### config.mk
export PLATFORM = sky130hd
export DESIGN_NAME = digi_ota_array
export DESIGN_NICKNAME = d
export VERILOG_FILES = /design/src/rtl/digi_ota_pkg.sv /design/src/rtl/digi_ota_chan.sv /design/src/rtl/digi_ota_array.sv
export SDC_FILE = /design/constraint.sdc
export NUM_CORES = 1
export LEC_CHECK = 0
export BUFFER_PORTS_ARGS = -buffer_cell sky130_fd_sc_hd__buf_4
export CORE_MARGIN = 5
export CORE_UTILIZATION = 50
export CTS_CLUSTER_DIAMETER = 80
export DETAILED_ROUTE_END_ITERATION = 16
export PLACE_DENSITY = 0.8
export SYNTH_ARGS = -nofsm -noshare
export SYNTH_HDL_FRONTEND = slang
export SYNTH_SLANG_ARGS = --single-unit
### constraint.sdc
create_clock -name clk -period 2.59 [get_ports clk]
set_input_delay 0.518 -clock clk [delete_from_list [all_inputs] [get_ports clk]]
set_output_delay 0.518 -clock clk [all_outputs]
set_load 0.005 [all_outputs]
### src/rtl/digi_ota_pkg.sv
// -----------------------------------------------------------------------------
// digi_ota_pkg
// Shared types and helpers for the digital OTA array.
//   ota_state_e : hysteretic output stage state (OTA_LOW / OTA_HIGH)
//   ota_dec_e   : per-cycle comparison decision (DEC_HOLD / DEC_UP / DEC_DN)
//   midscale()  : accumulator midscale value 2^(acc_w-1)
// No ports (package).
// -----------------------------------------------------------------------------
package digi_ota_pkg;

  typedef enum logic {
    OTA_LOW  = 1'b0,
    OTA_HIGH = 1'b1
  } ota_state_e;

  typedef enum logic [1:0] {
    DEC_HOLD = 2'd0,
    DEC_UP   = 2'd1,
    DEC_DN   = 2'd2
  } ota_dec_e;

  function automatic int midscale(input int acc_w);
    return 1 << (acc_w - 1);
  endfunction

endpackage

### src/rtl/digi_ota_chan.sv
// -----------------------------------------------------------------------------
// digi_ota_chan
// One OTA channel: 2-FF input synchronisers, UP/DN/HOLD decision, saturating
// charge accumulator, two-state hysteretic output FSM and drive-enable.
// Ports:
//   clk, rst_n  : clock, asynchronous active-low reset
//   ena         : 1 = accumulator and FSM update, 0 = freeze
//   clear       : synchronous clear (acc = midscale, state = OTA_LOW)
//   leak_tick   : on a HOLD decision, move acc one step toward midscale
//   vip, vin    : asynchronous differential input pair
//   out         : hysteretic output level
//   drive_en    : registered (vip != vin) after synchronisation
//   acc         : current accumulator value
// -----------------------------------------------------------------------------
module digi_ota_chan
  import digi_ota_pkg::*;
#(
  parameter int ACC_W = 6,
  parameter int STEP  = 1,
  parameter int HYST  = 4
) (
  input  logic             clk,
  input  logic             rst_n,
  input  logic             ena,
  input  logic             clear,
  input  logic             leak_tick,
  input  logic             vip,
  input  logic             vin,
  output logic             out,
  output logic             drive_en,
  output logic [ACC_W-1:0] acc
);

  localparam int MID = midscale(ACC_W);

  // Wide (ACC_W+1) constants keep the saturation compares free of wrap-around.
  localparam logic [ACC_W:0]   ACC_MAX_X = (ACC_W+1)'((1 << ACC_W) - 1);
  localparam logic [ACC_W:0]   STEP_X    = (ACC_W+1)'(STEP);
  localparam logic [ACC_W:0]   MID_X     = (ACC_W+1)'(MID);
  localparam logic [ACC_W:0]   HI_TH_X   = (ACC_W+1)'(MID + HYST);
  localparam logic [ACC_W:0]   LO_TH_X   = (ACC_W+1)'(MID - HYST);
  localparam logic [ACC_W-1:0] ACC_MAX_N = ACC_W'((1 << ACC_W) - 1);
  localparam logic [ACC_W-1:0] STEP_N    = ACC_W'(STEP);
  localparam logic [ACC_W-1:0] MID_N     = ACC_W'(MID);
  localparam logic [ACC_W-1:0] ONE_N     = ACC_W'(1);

  logic [1:0]       vip_sync;
  logic [1:0]       vin_sync;
  ota_dec_e         dec;
  logic [ACC_W-1:0] acc_q;
  logic [ACC_W-1:0] acc_d;
  logic [ACC_W:0]   acc_x;
  logic [ACC_W:0]   sum_x;
  ota_state_e       state_q;
  ota_state_e       state_d;
  logic             drive_q;

  // Synchronisers run unconditionally; ena only freezes acc and state.
  always_ff @(posedge clk or negedge rst_n) begin
    if (!rst_n) begin
      vip_sync <= 2'b00;
      vin_sync <= 2'b00;
      drive_q  <= 1'b0;
    end else begin
      vip_sync <= {vip_sync[0], vip};
      vin_sync <= {vin_sync[0], vin};
      drive_q  <= (dec != DEC_HOLD);
    end
  end

  always_comb begin
    dec = DEC_HOLD;
    if (vip_sync[1] && !vin_sync[1]) begin
      dec = DEC_UP;
    end else if (!vip_sync[1] && vin_sync[1]) begin
      dec = DEC_DN;
    end
  end

  // Next accumulator value; clear beats ena, ena beats the decision.
  always_comb begin
    acc_x = {1'b0, acc_q};
    sum_x = acc_x + STEP_X;
    acc_d = acc_q;
    if (clear) begin
      acc_d = MID_N;
    end else if (ena) begin
      unique case (dec)
        DEC_UP: begin
          if (sum_x > ACC_MAX_X) begin
            acc_d = ACC_MAX_N;
          end else begin
            acc_d = sum_x[ACC_W-1:0];
          end
        end
        DEC_DN: begin
          if (acc_x < STEP_X) begin
            acc_d = '0;
          end else begin
            acc_d = acc_q - STEP_N;
          end
        end
        default: begin
          if (leak_tick) begin
            if (acc_x > MID_X) begin
              acc_d = acc_q - ONE_N;
            end else if (acc_x < MID_X) begin
              acc_d = acc_q + ONE_N;
            end
          end
        end
      endcase
    end
  end

  // Hysteresis looks at the registered accumulator, so out trails acc by one cycle.
  always_comb begin
    state_d = state_q;
    if (clear) begin
      state_d = OTA_LOW;
    end else if (ena) begin
      unique case (state_q)
        OTA_LOW:  if (acc_x >= HI_TH_X) state_d = OTA_HIGH;
        OTA_HIGH: if (acc_x <= LO_TH_X) state_d = OTA_LOW;
        default:  state_d = OTA_LOW;
      endcase
    end
  end

  always_ff @(posedge clk or negedge rst_n) begin
    if (!rst_n) begin
      acc_q   <= MID_N;
      state_q <= OTA_LOW;
    end else begin
      acc_q   <= acc_d;
      state_q <= state_d;
    end
  end

  assign out      = (state_q == OTA_HIGH);
  assign drive_en = drive_q;
  assign acc      = acc_q;

endmodule

### src/rtl/digi_ota_array.sv
// -----------------------------------------------------------------------------
// digi_ota_array
// CHANNELS independent clocked digital OTA channels with a registered
// accumulator readout port.
// Optional feature macro: DIGI_OTA_LEAK_EN -- a LEAK_SH-bit free-running
// prescaler (runs while ena=1, reset by clear) pulls HOLD channels one step
// toward midscale each time it reaches all-ones. Without it LEAK_SH is unused.
// Ports:
//   clk, rst_n : clock, asynchronous active-low reset
//   ena        : 1 = update accumulators/FSMs, 0 = freeze them
//   clear      : synchronous clear of every channel
//   vip, vin   : per-channel asynchronous input pairs
//   out        : per-channel hysteretic output
//   drive_en   : per-channel drive enable (vip != vin after sync)
//   rd_sel     : accumulator readout select
//   rd_data    : registered accumulator of channel rd_sel (0 if out of range)
// -----------------------------------------------------------------------------
module digi_ota_array
  import digi_ota_pkg::*;
#(
  parameter int CHANNELS = 2,
  parameter int ACC_W    = 6,
  parameter int STEP     = 1,
  parameter int HYST     = 4,
  parameter int LEAK_SH  = 3,
  localparam int SEL_W   = (CHANNELS > 1) ? $clog2(CHANNELS) : 1
) (
  input  logic                clk,
  input  logic                rst_n,
  input  logic                ena,
  input  logic                clear,
  input  logic [CHANNELS-1:0] vip,
  input  logic [CHANNELS-1:0] vin,
  output logic [CHANNELS-1:0] out,
  output logic [CHANNELS-1:0] drive_en,
  input  logic [SEL_W-1:0]    rd_sel,
  output logic [ACC_W-1:0]    rd_data
);

  logic             leak_tick;
  logic [ACC_W-1:0] acc_all [CHANNELS];
  logic [ACC_W-1:0] rd_mux;

`ifdef DIGI_OTA_LEAK_EN
  logic [LEAK_SH-1:0] presc_q;

  always_ff @(posedge clk or negedge rst_n) begin
    if (!rst_n) begin
      presc_q <= '0;
    end else if (clear) begin
      presc_q <= '0;
    end else if (ena) begin
      presc_q <= presc_q + LEAK_SH'(1);
    end
  end

  assign leak_tick = ena && (&presc_q);
`else
  logic unused_leak_sh;
  assign unused_leak_sh = (LEAK_SH > 0);
  assign leak_tick      = 1'b0;
`endif

  for (genvar g = 0; g < CHANNELS; g++) begin : g_chan
    digi_ota_chan #(
      .ACC_W (ACC_W),
      .STEP  (STEP),
      .HYST  (HYST)
    ) u_chan (
      .clk       (clk),
      .rst_n     (rst_n),
      .ena       (ena),
      .clear     (clear),
      .leak_tick (leak_tick),
      .vip       (vip[g]),
      .vin       (vin[g]),
      .out       (out[g]),
      .drive_en  (drive_en[g]),
      .acc       (acc_all[g])
    );
  end

  // A select that matches no channel falls through to the zero default.
  always_comb begin
    rd_mux = '0;
    for (int i = 0; i < CHANNELS; i++) begin
      if (rd_sel == SEL_W'(i)) begin
        rd_mux = acc_all[i];
      end
    end
  end

  always_ff @(posedge clk or negedge rst_n) begin
    if (!rst_n) begin
      rd_data <= '0;
    end else begin
      rd_data <= rd_mux;
    end
  end

endmodule
==> results of run 1 <==
==> placed cells by master (no fill, tap or decap), types with 3 or more instances in the layout <==
| master | count |
|---|---|
| buf_4 | 19 |
| a21oi_1 | 12 |
| dfrtp_1 | 28 |
| nand3_1 | 8 |
| clkbuf_8 | 6 |
| inv_1 | 15 |
| a31oi_1 | 4 |
| nand2b_1 | 4 |
| o21ai_0 | 19 |
| nor4_1 | 3 |
| nand2_1 | 22 |
| o211ai_1 | 3 |
| nor2_1 | 8 |
| ha_1 | 11 |
| nor2b_1 | 5 |
| a21o_1 | 4 |
| nor3_1 | 8 |
==> flip-flops by register name (all words and copies together), names as in the netlist <==
name                    count
g_chan.u_chan.out           2
g_chan.u_chan.vin_sync      4
rd_data                     6
g_chan.u_chan.acc          12
g_chan.u_chan.vip_sync      4
g_chan.u_chan.drive_en      2
==> worst max-delay path: stages (launching register included) <==
cell	delay (ns)
dfrtp_1	0.47
inv_1	0.16
ha_1	0.35
nand4_1	0.12
nor3_1	0.29
o32ai_1	0.18
a221o_1	0.34
nand2_1	0.06
==> per-stage QoR <==
stage / std cells / utilization / setup WS [ns] / instance area, um^2 / power [mW]
2_1_floorplan: 211 / - / 0.7447 / 1878 / 0.7466
3_3_place_gp: 262 / 0.5448 / 0.6436 / 1994 / 0.8156
3_5_place_dp: 262 / 0.5448 / 0.6356 / 1994 / 0.8227
4_1_cts: 270 / 0.5707 / 0.6038 / 2090 / 1.222
5_1_grt: 270 / 0.5707 / 0.3722 / 2090 / 1.285
6_report: 270 / 0.5707 / 0.5496 / 2090 / 1.212
==> power by group through the flow <==
stage               combinational [mW]  clock, mW  sequential (mW)
floorplan                        0.214          0            0.533
global placement                 0.251          0            0.564
detailed placement               0.257          0            0.566
CTS                              0.259      0.406            0.556
global route                     0.292      0.426            0.567
finish                           0.259      0.394            0.559
==> synthesized netlist by cell type (2+ instances only) <==
cell type,n
a2111oi_0,2
a211o_1,2
a21boi_0,2
a21o_1,4
a21oi_1,12
a311oi_1,2
a31oi_1,4
a32o_1,2
and3b_1,2
buf_2,3
buf_4,4
clkbuf_1,8
dfrtp_1,28
dfstp_2,2
ha_1,11
inv_1,15
mux2_2,2
mux2i_1,2
nand2_1,22
nand2b_1,4
nand3_1,8
nor2_1,8
nor2b_1,5
nor3_1,8
nor3b_1,2
nor4_1,3
o211ai_1,3
o21a_1,2
o21ai_0,19
o31ai_1,2
xnor2_1,2
==> worst max-delay path by stage <==
stage	slack [ns]	to	depth (start not counted)
2_1_floorplan	0.74	g_chan[1].u_chan.acc[3]$_DFFE_PN0P_	8
3_3_place_gp	0.64	g_chan[1].u_chan.acc[3]$_DFFE_PN0P_	7
3_5_place_dp	0.64	g_chan[0].u_chan.acc[4]$_DFFE_PN0P_	7
4_1_cts	0.60	g_chan[0].u_chan.acc[4]$_DFFE_PN0P_	7
5_1_grt	0.37	g_chan[1].u_chan.acc[3]$_DFFE_PN0P_	7
6_report	0.55	g_chan[0].u_chan.acc[4]$_DFFE_PN0P_	7
==> logic make-up after synthesis <==
group / Yosys count / share of synthesized area
flip-flops: 30 / 0.4011
AO/OA/AOI/OAI: 63 / 0.2225
buffers and inverters: 31 / 0.07595
XOR/XNOR: 2 / 0.009329
adder cells (fa/ha/maj): 11 / 0.07328
AND/OR/NAND/NOR: 70 / 0.1952
multiplexers: 4 / 0.02265
==> final cells by class <==
cell class / instances / share of cell area
multi-input combinational: 150 / 0.4701
sequential: 30 / 0.3605
timing repair buffer: 19 / 0.06826
clock buffer: 6 / 0.03952
tap: 48 / 0.02874
inverter: 15 / 0.02695
clock inverter: 2 / 0.005988
==> routing by layer <==
metal	up-vias	wire length, um	global-route usage
li1	779	-	-
met1	754	1707	0.2362
met2	79	1845	0.2602
met3	6	366	0.04628
met4	0	34	0.03132
met5	-	0	0
==> key figures, run 1 <==
Timing
  – Relative slew slack: 0.5780
  – Final Cycle Share: 0.7878
  – Finish-stage setup viols: 0
  – Worst-Margin Slew: around 0.63 ns
  – RSZ-0062 raised after global routing: false
  – Min Tclk post-route: around 2.0 ns
  – Final Hold Fails: 0
  – Fin. max-slew vios: 0
  – Setup TNS: 0 ns
  – Fmax: 0.4901 GHz
  – WHS: 0.1423 ns
  – Clock skew: about 0.0093 ns

Place
  – Placed wire-length estimate: approximately 2.9 mm
  – Number of port buffers: 18
  – GPL Wtd Cong: around 0.95

Critical path
  – Crit path DAT: 2.26 ns
  – Internal reg-to-reg setup slack: 0.55 ns
  – Worst r2r src: g_chan[0].u_chan.acc[0]$_DFFE_PN0P_
  – CP Capture Type: flip-flop
  – Crit start category: flip-flop
  – Reg-to-reg endpoint: g_chan[0].u_chan.acc[4]$_DFFE_PN0P_
  – Worst reg2reg path depth: 7
  – Setup Crit Path Kind: flip-flop to flip-flop
  – WP data required: roughly 2.8 ns
  – CP Max Fanout: 7
  – Worst setup path start: g_chan[0].u_chan.acc[0]$_DFFE_PN0P_

Die
  – Total core area: between 3000 and 4000 um^2
  – Horiz. Die Dim: 71.29 um
  – # IOs: 19
  – DIE HEIGHT: ~71 um
  – Die area: 5082 um^2
  – Initial Util: 0.5130
  – # rows: 22

Clocking
  – Clock buffer depth: 2
  – CTS root buf: clkbuf_8
  – CTS tree: built
  – Hold_buf cts: 0
  – CTS buffer count: 5
  – Clock slew at reported path FFs: 0.07 ns
  – H-tree depth reported by CTS: 2
  – Setup Fix Bufs, Post-CTS: 0
  – CTS resizes: 0
  – Clk_lat worst skew: 0.29 ns
  – Num Clock Sinks: 30

Power and ir drop
  – Flop pwr share: 0.461
  – Cell-internal power: 838.4 uW
  – NetSw: around 370 uW
  – VDD IR max: 0.3920 mV
  – Combinational power share: 0.214
  – Power density over the cells: 579.9 nW/um^2
  – LEAKAGE: 0.9165 nW
  – Sw Ratio: 0.3082
  – Clk pwr share: 0.325

Cells and area
  – Number of fill cells: approximately 330
  – Share of layout cells above drive strength 1: 0.1622
  – Flip-flop and latch area: ~750 um^2
  – Total Nets Final: 241
  – N_diodes: 0
  – Area delta synth->final: 11.26%
  – Multi-input gate area: 982.2 um^2

Yosys
  – EDFF count, synth: 0
  – Sequential share of the synthesized area: 0.4011
  – Ys async rst share: 1.000
  – Synth area leader: dfrtp_1
  – Syn nets: 231
  – Synth top area share: 0.3731
  – Warning count from the yosys run: 0
  – Area of the mapped netlist: 1878 um^2
  – Top FF cell, synth: dfrtp_1
  – #FFs+latches synth: 30
  – Mean Syn Cell Area: around 9 um^2
  – Cells after Synth: between 200 and 250
  – Ranking of synthesized cells by area: dfrtp_1 (37%), ha_1 (7.3%), o21ai_0 (5.1%)
  – Unique cell type count in the Yosys netlist: 47

Run
  – Max-Cap Viols: 0

Routing
  – Via/cell ratio: 5.993
  – First DRT Iteration DRCs: 230
  – DRC violations left: 0
  – DRT Pass-1 Iters: 4
  – Vias: between 1500 and 2000
  – Detail Route Antenna Nets: 0
  – DR WL/cell: around 15 um
  – DRT Wirelength: between 3 and 4 mm

Global routing
  – Initial antenna violation count: 0
  – Largest net degree at the start of global routing: 31
  – GRT Residual Overflow: 0
  – All-Layer GR Usage: 0.1675
  – Vias in the first global route: 1457
  – First-pass GRT wire length: ~6.9 mm

Worst hold path
  – Hold/Removal Path Class: primary input to asynchronous set/reset pin

Outcome
  – Outcome: completed
Power figures use the tool's default switching activity.
==> run 2: changes to the inputs <==
--- a/config.mk
+++ b/config.mk
@@ -10,7 +10,7 @@
 export CORE_UTILIZATION = 50
 export CTS_CLUSTER_DIAMETER = 80
 export DETAILED_ROUTE_END_ITERATION = 16
-export PLACE_DENSITY = 0.8
+export PLACE_DENSITY = 0.83
 export SYNTH_ARGS = -nofsm -noshare
 export SYNTH_HDL_FRONTEND = slang
 export SYNTH_SLANG_ARGS = --single-unit
==> constraint.sdc (replaced) <==
create_clock -name clk -period 1.7 [get_ports clk]
set_input_delay 0.34 -clock clk [delete_from_list [all_inputs] [get_ports clk]]
set_output_delay 0.34 -clock clk [all_outputs]
set_load 0.005 [all_outputs]
==> run 2 against run 1 <==
The flow now finishes with violations (setup timing). Sequential share of layout area shrank 5.8 points. Fmax grew 19%. Sequential power grew 47%. Sequential cell count is the same. Global-route usage grew 2.1 points. Hold slack gained 0.014 ns. Die area is the same. Final area grew 20%. Cell count grew 12%. Clock-buffer cell count shrank 1. Via count grew 10%. Largest power group unchanged. Highest routed layer unchanged.
==> key figures, run 2 (synthesized netlist as in run 1, its figures left out) <==
Routing
  – Met3 WL: 285 um (-22%)
  – DRT Pass-1 Iters: 5 (+1)
  – DRC violations left: 0 (unchanged)
  – DR WL/cell: 15.70 um (+7.2%)
  – First DRT Iteration DRCs: 240 (+4.3%)
  – Detail Route Antenna Nets: 0 (unchanged)
  – DRT met1 WL: 1.933 mm (+13%)
  – Vias: 1782 (+10%)
  – Met2 WL: 2.391 mm (+30%)
  – DRT Wirelength: 4.756 mm (+20%)
  – Max Used Layer: met4
  – Via/cell ratio: 5.881 (-1.9%)

Timing
  – Min Tclk post-route: 1.716 ns (-0.3247 ns)
  – Fin. max-slew vios: 0 (unchanged)
  – Final Cycle Share: 1.009 (+0.2214)
  – RSZ-0062 raised after global routing: true
  – Relative slew slack: 0.6299 (+0.05187)
  – WHS: 0.1567 ns (+0.01442 ns)
  – Fmax: 0.5828 GHz (+19%)
  – Final Hold Fails: 0 (unchanged)
  – Finish-stage setup viols: 4 (+4)
  – Final worst slack: -0.01572 ns (-0.5653 ns)
  – Clock skew: 0.01187 ns (+0.002551 ns)
  – Worst-Margin Slew: 0.5493 ns (-0.07782 ns)

Power and ir drop
  – LEAKAGE: 1.103 nW (+20%)
  – VDD IR max: 0.6816 mV (+74%)
  – Power density over the cells: 889.0 nW/um^2 (+53%)

Worst hold path
  – Hold/Removal Path Class: primary input to flip-flop

Clocking
  – Clock slew at reported path FFs: 0.07 ns (about the same)
  – CTS tree: built
  – Clk_lat worst skew: 0.29 ns (about the same)
  – H-tree depth reported by CTS: 2 (unchanged)
  – CTS buffer count: 5 (unchanged)
  – CTS root buf: clkbuf_8
  – Clock buffer depth: 2 (unchanged)
  – Num Clock Sinks: 30 (unchanged)

Run
  – Max-Cap Viols: 0 (unchanged)

Critical path
  – Setup Crit Path Kind: flip-flop to flip-flop
  – CP Max Fanout: 4 (-3)
  – Crit path DAT: 1.90 ns (-0.36 ns)
  – CP Capture Type: flip-flop
  – WP data required: 1.88 ns (-0.93 ns)
  – Crit start category: flip-flop

Die
  – Total core area: 3661 um^2 (unchanged)
  – Horiz. Die Dim: 71.29 um (unchanged)
  – # rows: 22 (unchanged)
  – Initial Util: 0.5130 (unchanged)
  – # IOs: 19 (unchanged)
  – Die area: 5082 um^2 (unchanged)
  – DIE HEIGHT: 71.29 um (unchanged)

Place
  – Number of port buffers: 18 (unchanged)
  – GPL Wtd Cong: 0.9155 (-3.6%)
  – Placed wire-length estimate: 3.208 mm (+12%)

Cells and area
  – Number of fill cells: 278 (-17%)
  – Flip-flop and latch area: 755.7 um^2 (+0.33%)
  – Commonest non-fill, non-tap cell in the layout: buf_4
  – Area delta synth->final: 33.18%
  – Most frequent cells in the layout: buf_4 (51), dfrtp_1 (26), nand2_1 (20), o21ai_0 (16), a21oi_1 (12)
  – Multi-input gate area: 1122 um^2 (+14%)
  – Max FFs per register: 12 (unchanged)
  – Share of layout cells above drive strength 1: 0.3686 (+0.2065)
  – N_diodes: 0 (unchanged)
  – Layout Utilization: 0.6832 (+0.1124)
  – Total Nets Final: 274 (+14%)

Outcome
  – Outcome: finished, violations left
  – Violated checks: setup timing

Global routing
  – Initial antenna violation count: 0 (unchanged)
  – First-pass GRT wire length: 7.700 mm (+12%)
  – All-Layer GR Usage: 0.1888 (+0.02131)
  – Vias in the first global route: 1708 (+17%)
  – Largest net degree at the start of global routing: 31 (unchanged)
  – GRT Residual Overflow: 0 (unchanged)
-- run 2: cell count changes in the layout (fill, tap and decap cells not counted), moves of 3 or more --
cell / previous run / this run
buf_4: 19 / 51
ha_1: 11 / 5
inv_1: 15 / 11
inv_2: 0 / 4
ha_2: 0 / 3
ha_4: 0 / 3
o21ai_0: 19 / 16
-- run 2: timing repair --
| action | in CTS | in global routing |
|---|---|---|
| setup endpoints to repair | 6 | 12 |
| resized for setup | 5 | 25 |
| hold endpoints to repair | 28 | 0 |
| hold buffers | 1 | 0 |
| gates cloned | 0 | 0 |
| setup buffers | 6 | 1 |
| pin swaps | 4 | 13 |
-- run 2: final cells by class --
| cell class | instances | share of cell area |
|---|---|---|
| sequential | 30 | 0.3022 |
| tap | 48 | 0.02401 |
| timing repair buffer | 52 | 0.1571 |
| multi-input combinational | 150 | 0.4487 |
| inverter | 15 | 0.02251 |
| clock buffer | 5 | 0.02751 |
| clock inverter | 3 | 0.01801 |
-- run 2: path summary, 6_finish.rpt --
| kind | startpoint | end | slack (ns) | cells past startpoint |
|---|---|---|---|---|
| worst max-delay path | g_chan[1].u_chan.vin_sync[1]$_DFF_PN0_ | g_chan[1].u_chan.acc[4]$_DFFE_PN0P_ | -0.02 | 6 |
| max in group asynchronous | rst_n | g_chan[0].u_chan.acc[5]$_DFFE_PN1P_ | 0.87 | 2 |
| worst min-delay path | vip[1] | g_chan[1].u_chan.vip_sync[0]$_DFF_PN0_ | 0.16 | 1 |
| worst min register to register | g_chan[1].u_chan.vip_sync[0]$_DFF_PN0_ | g_chan[1].u_chan.vip_sync[1]$_DFF_PN0_ | 0.35 | 0 |
| worst max register to register | g_chan[1].u_chan.vin_sync[1]$_DFF_PN0_ | g_chan[1].u_chan.acc[4]$_DFFE_PN0P_ | -0.02 | 6 |
| min in group asynchronous | rst_n | g_chan[1].u_chan.out$_DFFE_PN0P_ | 0.51 | 2 |
-- run 2: per-stage QoR --
step	std cells	power (mW)	setup slack [ns]	TNS [ns]	area, um^2
4_1_cts	302	2.140	-0.01732	-0.01732	2380
6_report	303	2.224	-0.01572	-0.03186	2501
3_3_place_gp	287	1.362	-0.008270	-0.01147	2200
3_5_place_dp	287	1.377	-0.08489	-0.3108	2200
2_1_floorplan	211	1.194	0.003927	0	1916
5_1_grt	303	2.333	-0.1114	-0.4990	2501
-- run 2: per-layer routing --
layer,up-vias,global-route usage
met5,-,0
met4,0,0.07724
met3,16,0.04348
met2,82,0.3214
met1,845,0.2295
li1,839,-
-- run 2: power breakdown --
group	leakage (nW)	total (mW)	internal [mW]	switching, mW
clock	0.0504	0.727	0.435	0.292
combinational	0.678	0.675	0.353	0.322
sequential	0.375	0.821	0.771	0.0502
total	1.10	2.22	1.56	0.664
-- run 2: worst max-delay path, cell delays in order (launching register included) --
cell	delay, ns
dfrtp_1	0.40
inv_1	0.06
ha_1	0.22
o21ai_0	0.46
nor3_1	0.19
a21oi_1	0.20
o21ai_1	0.07
